**src/rtl/pito_test_monitor.sv**
```systemverilog
// End-of-test monitor for the multi-hart pito core: watches stores to tohost,
// records per-hart pass/fail with the riscv-tests encoding, and bounds the run
// with a cycle-count timeout.
module pito_test_monitor #(
  parameter int unsigned     NUM_HARTS      = 8,
  parameter int unsigned     XLEN           = 32,
  parameter logic [XLEN-1:0] TOHOST_ADDR    = 'h0000_1000,
  parameter int unsigned     TIMEOUT_CYCLES = 1_000_000,
  parameter int unsigned     CNT_W          = 32,
  localparam int unsigned    HID_W          = (NUM_HARTS > 1) ? $clog2(NUM_HARTS) : 1
) (
  input  logic                 clk,
  input  logic                 rst_n,
  input  logic                 start,
  input  logic                 clear,
  input  logic                 wr_en,
  input  logic [HID_W-1:0]     wr_hart,
  input  logic [XLEN-1:0]      wr_addr,
  input  logic [XLEN-1:0]      wr_data,
  input  logic [HID_W-1:0]     rd_hart,
  output logic [XLEN-2:0]      rd_code,
  output logic [NUM_HARTS-1:0] hart_done,
  output logic [NUM_HARTS-1:0] hart_fail,
  output logic                 busy,
  output logic                 done,
  output logic                 pass,
  output logic                 timeout,
  output logic [CNT_W-1:0]     cycle_count
);

  typedef enum logic [1:0] {
    S_IDLE,
    S_RUN,
    S_DONE,
    S_TIMEOUT
  } state_e;

  localparam logic [CNT_W-1:0] CNT_LIMIT = CNT_W'(TIMEOUT_CYCLES);
  localparam logic [XLEN-1:0]  PASS_WORD = XLEN'(1);

  state_e               state_q, state_d;
  logic [CNT_W-1:0]     cnt_q, cnt_d;
  logic [NUM_HARTS-1:0] done_q, done_d;
  logic [NUM_HARTS-1:0] fail_q, fail_d;
  logic [XLEN-2:0]      code_q [NUM_HARTS];
  logic [XLEN-2:0]      code_d [NUM_HARTS];
  logic [XLEN-2:0]      rd_code_q, rd_code_d;
  logic                 store_ok;
  logic                 is_fail;
  logic [NUM_HARTS-1:0] hit;

  // Qualify the tohost store; hit is one-hot on the hart it completes, and
  // stays empty for out-of-range harts or harts that already finished.
  always_comb begin
    store_ok = (state_q == S_RUN) && wr_en && (wr_addr == TOHOST_ADDR) && wr_data[0];
    is_fail  = (wr_data != PASS_WORD);
    hit      = '0;
    for (int unsigned i = 0; i < NUM_HARTS; i++) begin
      hit[i] = store_ok && (wr_hart == HID_W'(i)) && !done_q[i];
    end
  end

  // Next-state logic for the run FSM, counters, flags, codes and read-back.
  always_comb begin
    state_d   = state_q;
    cnt_d     = cnt_q;
    done_d    = done_q;
    fail_d    = fail_q;
    code_d    = code_q;
    rd_code_d = '0;
    for (int unsigned i = 0; i < NUM_HARTS; i++) begin
      if (rd_hart == HID_W'(i)) rd_code_d = code_q[i];
    end
    unique case (state_q)
      S_IDLE: begin
        if (start) begin
          state_d = S_RUN;
          cnt_d   = '0;
          done_d  = '0;
          fail_d  = '0;
          for (int unsigned i = 0; i < NUM_HARTS; i++) code_d[i] = '0;
        end
      end
      S_RUN: begin
        cnt_d  = cnt_q + CNT_W'(1);
        done_d = done_q | hit;
        fail_d = fail_q | (hit & {NUM_HARTS{is_fail}});
        for (int unsigned i = 0; i < NUM_HARTS; i++) begin
          if (hit[i] && is_fail) code_d[i] = wr_data[XLEN-1:1];
        end
        // Completion is tested first so a final store on the timeout edge wins.
        if (&done_d)                state_d = S_DONE;
        else if (cnt_d == CNT_LIMIT) state_d = S_TIMEOUT;
      end
      S_DONE, S_TIMEOUT: begin
        if (clear) state_d = S_IDLE;
      end
      default: state_d = S_IDLE;
    endcase
  end

  // State and datapath registers with asynchronous active-low reset.
  always_ff @(posedge clk or negedge rst_n) begin
    if (!rst_n) begin
      state_q   <= S_IDLE;
      cnt_q     <= '0;
      done_q    <= '0;
      fail_q    <= '0;
      rd_code_q <= '0;
      for (int unsigned i = 0; i < NUM_HARTS; i++) code_q[i] <= '0;
    end else begin
      state_q   <= state_d;
      cnt_q     <= cnt_d;
      done_q    <= done_d;
      fail_q    <= fail_d;
      rd_code_q <= rd_code_d;
      for (int unsigned i = 0; i < NUM_HARTS; i++) code_q[i] <= code_d[i];
    end
  end

  assign busy        = (state_q == S_RUN);
  assign done        = (state_q == S_DONE);
  assign timeout     = (state_q == S_TIMEOUT);
  assign pass        = done && !(|fail_q);
  assign hart_done   = done_q;
  assign hart_fail   = fail_q;
  assign rd_code     = rd_code_q;
  assign cycle_count = cnt_q;

endmodule

```
**config.mk**
```make
export PLATFORM = sky130hd
export DESIGN_NAME = pito_test_monitor
export DESIGN_NICKNAME = d
export VERILOG_FILES = /design/src/rtl/pito_test_monitor.sv
export SDC_FILE = /design/constraint.sdc
export NUM_CORES = 1
export LEC_CHECK = 0
export ABC_AREA = 1
export CAP_MARGIN = 10
export CORE_MARGIN = 1
export CORE_UTILIZATION = 48
export DETAILED_ROUTE_END_ITERATION = 7
export MAX_ROUTING_LAYER = met4
export PLACE_DENSITY = 0.79
export SYNTH_ARGS = -nofsm -noshare
export SYNTH_HDL_FRONTEND = slang
export SYNTH_SLANG_ARGS = --single-unit
```
**constraint.sdc**
```tcl
create_clock -name clk -period 5 [get_ports clk]
set_input_delay 0.5 -clock clk [delete_from_list [all_inputs] [get_ports clk]]
set_output_delay 0.5 -clock clk [all_outputs]
set_load 0.02 [all_outputs]
```
== Word level (Yosys, flattened, before mapping) ==
Cells that the tools add are included.

* Input bits: 75
* Flip-flop bits (word level): 329
* Output and inout bits: 83
* Logic and storage cells: 130

* Muxes and demuxes: 28
* Reduce and logical (&&, ||, !) cells: 54
* Eq/ne operators: 31
* Add/subtract/negate cells: 1
* Bitwise operators: 3

{| class="wikitable"
|+ Operator list
! cell !! count
|-
| $mux W31 || 16
|-
| $pmux W248 S2 || 1
|-
| $mux W248 || 1
|-
| $pmux W32 S2 || 1
|-
| $add A32 B1 Y32 const B || 1
|-
| $eq A32 B13 Y1 const B || 1
|-
| $eq A32 B20 Y1 const B || 1
|-
| $mux W32 || 1
|-
| $ne A32 B1 Y1 const B || 1
|-
| $pmux W8 S2 || 2
|-
| $logic_and A1 B1 Y1 || 28
|-
| $reduce_and A3 Y1 || 9
|-
| $eq A3 B3 Y1 const B || 8
|-
| $ne A2 B1 Y1 const B || 8
|-
| $or A8 B8 Y8 || 2
|-
| $eq A3 B2 Y1 const B || 4
|-
| $logic_not A1 Y1 || 9
|-
| $and A8 B8 Y8 || 1
|-
| $mux W2 || 4
|-
| $mux W8 || 1
|-
| $reduce_and A8 Y1 || 1
|-
| $reduce_or A8 Y1 || 1
|-
| $eq A3 B1 Y1 const B || 2
|-
| $logic_not A3 Y1 || 2
|-
| 9 further kinds || 11
|}

== Depth between registers and ports, before layout ==
* Depth in word-level cells: 10
* Depth in mapped cells: 17
* Depth with buffers taken out: 17

== Least setup slack after synthesis ==
No wires, ideal clock.

* Kind: reg-to-reg
* Start point: reg cnt_q[0], in the netlist cycle_count[0]
* End point: reg state_q[0]
* Required time: 4.883 ns
* Path slack: 2.934 ns
* Stages on the path, launching flop included: 17
* Arrival: 1.949 ns
* Buffers on the path: 0
* Clock period less this slack: 2.066 ns
* Setup time: 0.117 ns
* Path through: dfrtp_1 > ha_1 > nand2_2 > nor2_4 > nand2_2 > nor2_4 > nand2_2 > o21ai_2 > nand2_1 > nor2_1 > nand2_1 > nor2_1 > nand2_1 > nand2_2 > nand2_1 > nand2_1 > nand2_1

* Word-level cells in the longest chain between the ends: 4

{| class="wikitable"
|+ Ends and longest elaborated chain
! item !! line !! source
|-
| start: declaration || 42 || <nowiki>logic [CNT_W-1:0] cnt_q, cnt_d;</nowiki>
|-
| start signal: assignment || 113 || <nowiki>cnt_q <= cnt_d;</nowiki>
|-
| $add A32 B1 Y32 || 85 || <nowiki>cnt_d = cnt_q + CNT_W'(1);</nowiki>
|-
| $eq A32 B20 Y1 || 93 || <nowiki>else if (cnt_d == CNT_LIMIT) state_d = S_TIMEOUT;</nowiki>
|-
| $ne A3 B1 Y1 (no source line) || n/a ||
|-
| $reduce_and A3 Y1 (no source line) || n/a ||
|-
| end signal: assignment || 112 || <nowiki>state_q <= state_d;</nowiki>
|-
| end: declaration || 41 || <nowiki>state_e state_q, state_d;</nowiki>
|}

No other way between the ends.
A chain may end at the register's enable or synchronous reset.

== Worst setup path after layout ==
* Start point: in wr_data[28]
* End point: reg code_q[131] (netlist name)

* Word-level cells in the longest chain between the ends: 4

{| class="wikitable"
|+ Ends and longest elaborated chain
! item !! line !! source
|-
| start: declaration || 19 || <nowiki>input logic [XLEN-1:0] wr_data,</nowiki>
|-
| $ne A32 B1 Y1 || 56 || <nowiki>is_fail = (wr_data != PASS_WORD);</nowiki>
|-
| $logic_and A1 B1 Y1 || 89 || <nowiki>if (hit[i] && is_fail) code_d[i] = wr_data[XLEN-1:1];</nowiki>
|-
| $ne A2 B1 Y1 (no source line) || n/a ||
|-
| $reduce_and A3 Y1 (no source line) || n/a ||
|-
| end: declaration || 45 || <nowiki>logic [XLEN-2:0] code_q [NUM_HARTS];</nowiki>
|}

No other way between the ends.

==> results.sh <==
export IMPL_dp_final_hpwl_um=27800
export IMPL_syn_nets=2143
export IMPL_io_pin_count=158
export IMPL_routed_wl_um=47900
export IMPL_grt_use_total_pct=29.5
export IMPL_seqCellArea_um2=8230
export IMPL_hold_viol=0
export IMPL_leakage_nw=9.51
export IMPL_rows=66
export IMPL_setup_tns_ns=0
export IMPL_avgSynthCellArea_um2=7.79
export IMPL_cap_violations=0
export IMPL_drc=0
export IMPL_ys_top_cells_by_area="dfrtp_1 51%, nand2_1 19%, nand3_1 10%, inv_1 3.0%, nor2_1 2.5%"
export IMPL_ctsResizeCount=0
export IMPL_fillers=2905
export IMPL_start_util_pct=49.1
export IMPL_status="finished, final reports clean"
export IMPL_synth_ff_latch_count=329
export IMPL_grt_max_degree=257
export IMPL_nets=2247
export IMPL_start_kind="input pin"
export IMPL_num_antenna_cells=0
export IMPL_die_x_um=185
export IMPL_worstPathArrival_ns=3.61
export IMPL_drv_slew=0
export IMPL_wl_per_cell_um=18.2
export IMPL_netlist_area_um2=16100
export IMPL_drt_iter0_markers=1796
export IMPL_clk_latency_ns=0.53
export IMPL_crit_chain="clkdlybuf4s50_1 > nor4_1 > nand4_1 > nor4_4 > nor2_1 > nand2_2 > nand2_2 > nand2_1 > nand2_1"
export IMPL_syn_to_final_growth_pct=17.6
export IMPL_ys_seq_area_share_pct=51.1
export IMPL_synth_area_leader_cell="dfrtp_1"
export IMPL_cp_num_cells=9
export IMPL_syn_inst=2066
export IMPL_synthArstFlopShare_pct=100
export IMPL_whs_ns=0.506
export IMPL_placeableCoreArea_um2=32800
export IMPL_power_density_nw_per_um2=555
export IMPL_drtAntennaViolNets=0
export IMPL_cts_path_max_buffers=3
export IMPL_synth_top_area_share_pct=51.1
export IMPL_fin_area_um2=18900
export IMPL_grt_pass1_vias=14800
export IMPL_final_setup_viol_count=0
export IMPL_placed_area_um2=17800
export IMPL_hold_path_class="flop to flop"
export IMPL_vias_per_cell=5.72
export IMPL_die_h_um=185
export IMPL_ys_top_cells_by_count="803 x nand2_1, 334 x nand3_1, 329 x dfrtp_1"
export IMPL_relSlewSlack_pct=12.8
export IMPL_grt_pass1_wl_um=77100
export IMPL_cts_tree="done"
export IMPL_tightest_slew_ns=1.31
export IMPL_clk_pin_slew_ns=0.06
export IMPL_finClkSkew_ns=0.0158
export IMPL_drive_above_1_share_pct=6.02
export IMPL_antenna_found_initial=0
export IMPL_end_kind="flop"
export IMPL_numCtsBuffers=36
export IMPL_die_area_um2=34300
export IMPL_dr_pass1_iters=6
export IMPL_worstPathMaxFanout=31
export IMPL_max_freq_mhz=311
export IMPL_cts_sinks=329
export IMPL_fin_util_pct=57.8
export IMPL_worst_path_buf_inv=1
export IMPL_period_minus_slack_ns=3.21
export IMPL_vias=15100
export IMPL_holdPathStages=2
export IMPL_overflow=0
export IMPL_htree_levels=2
export IMPL_ys_types=34
export IMPL_grt_setup_unrepaired="no"
export IMPL_synthFlopType="dfrtp_1"
export IMPL_synth_edf_count=0
export IMPL_required_ns=5.40
export IMPL_multiInputGateArea_um2=6670
export IMPL_irDropWorstVdd_v=0.000372
export IMPL_critPathKind="input pin to flop"
export IMPL_rr_worst_depth=12
export IMPL_clockRootBuffer="clkbuf_16"
export IMPL_ys_warn_count=0
export IMPL_place_congestion=0.893
export IMPL_yosysMostFrequentCell="nand2_1"
export IMPL_cpLargestDelayFamily="simple AND/OR/NAND/NOR gates"
export IMPL_max_stage_delay_ns=0.68
export IMPL_fin_crit_sh_pct=64.3
export IMPL_cpMaxStageDelayCell="nor4_1"
export IMPL_io_buffers=157
registers in the layout (all words and copies together) (netlist names):
signal,cells
hart_fail,8
hart_done,8
rd_code,31
state_q,2
cycle_count,32
code_q,248
path summary, 6_finish.rpt:
| kind | slack [ns] | start | to |
|---|---|---|---|
| max | 1.79 | wr_data[28] | code_q[131] |
| min reg2reg | 0.51 | code_q[47] | rd_code[16] |
| max reg2reg | 2.22 | state_q[1] | code_q[233] |
| min in group asynchronous | 0.56 | rst_n | cycle_count[15] |
| max in group asynchronous | 3.27 | rst_n | code_q[174] |
| min | 0.51 | code_q[47] | rd_code[16] |
cell usage in the layout (no fill, tap or decap), types with 2 or more instances in the layout:
cell type,count
buf_4,22
a221oi_1,11
a22o_1,2
buf_12,3
nor3_1,10
xor2_1,3
clkdlybuf4s50_1,156
o22ai_1,12
nor2_2,6
clkinv_1,9
nor2_1,107
a21oi_1,21
nand2_4,2
nor4_1,7
clkbuf_1,8
nor2_4,7
nand2_2,23
nand3_2,2
nand4_1,53
nand2_1,802
o21ai_0,50
o21ai_2,2
clkinv_2,4
o2111ai_1,14
dfrtp_1,329
nand3_1,334
clkbuf_8,9
inv_2,3
ha_1,2
clkbuf_16,38
inv_1,129
nor3_2,4
power by group:
| part | internal, mW | switching, mW | total (mW) |
|---|---|---|---|
| combinational | 1.21 | 2.25 | 3.46 |
| sequential | 3.79 | 0.665 | 4.45 |
| clock | 1.52 | 1.08 | 2.60 |
| total | 6.52 | 4.00 | 10.5 |
worst reg2reg max path, stage by stage, from the launching register on:
cell and delay [ns]:
dfrtp_1 0.41, inv_1 0.11, nand2_2 0.08, inv_2 0.08, buf_4 0.38, nand4_2 0.17, nor2_4 0.26, nand3_1 0.16
clkinv_1 0.10, nand2_2 0.06, nand2_2 0.68, nand2_1 0.14, nand2_1 0.10
per-layer routing:
metal	routed length [um]	track usage, %	vias up
met5	0	-	-
met4	1960	12.7	0
met3	4780	5.33	158
met2	22100	45.6	817
met1	19000	38.2	7216
li1	-	-	6874
final cells by class:
class / instances / area share, %
Clock buffer: 55 / 5.83
Sequential cell: 329 / 43.5
Multi-Input combinational cell: 1479 / 35.2
Inverter: 141 / 2.79
Tap cell: 442 / 2.92
Clock inverter: 6 / 0.231
Timing Repair Buffer: 183 / 9.57
repair_timing:
action,4_1_cts,5_1_grt
hold buffers,1,0
buffers inserted,0,0
hold endpoints to repair,16,0
cells by family (layout without fill, tap and decap cells):
family,Yosys count,after routing,share of synthesized area (%)
AO/OA/AOI/OAI,113,113,4.30
XOR/XNOR,3,3,0.163
adder cells (fa/ha/maj),2,2,0.155
buffers and inverters,258,385,7.71
flip-flops,329,329,51.1
AND/OR/NAND/NOR,1361,1361,36.5
stage by stage:
stage / instances / power, mW / worst slack, ns
2_1_floorplan: 2066 / 6.68 / 2.93
3_3_place_gp: 2573 / 7.73 / 1.49
3_5_place_dp: 2573 / 7.87 / 1.41
4_1_cts: 2635 / 10.5 / 1.91
5_1_grt: 2635 / 11.1 / 1.66
6_report: 2635 / 10.5 / 1.79
(Power assumes the default switching activity.)
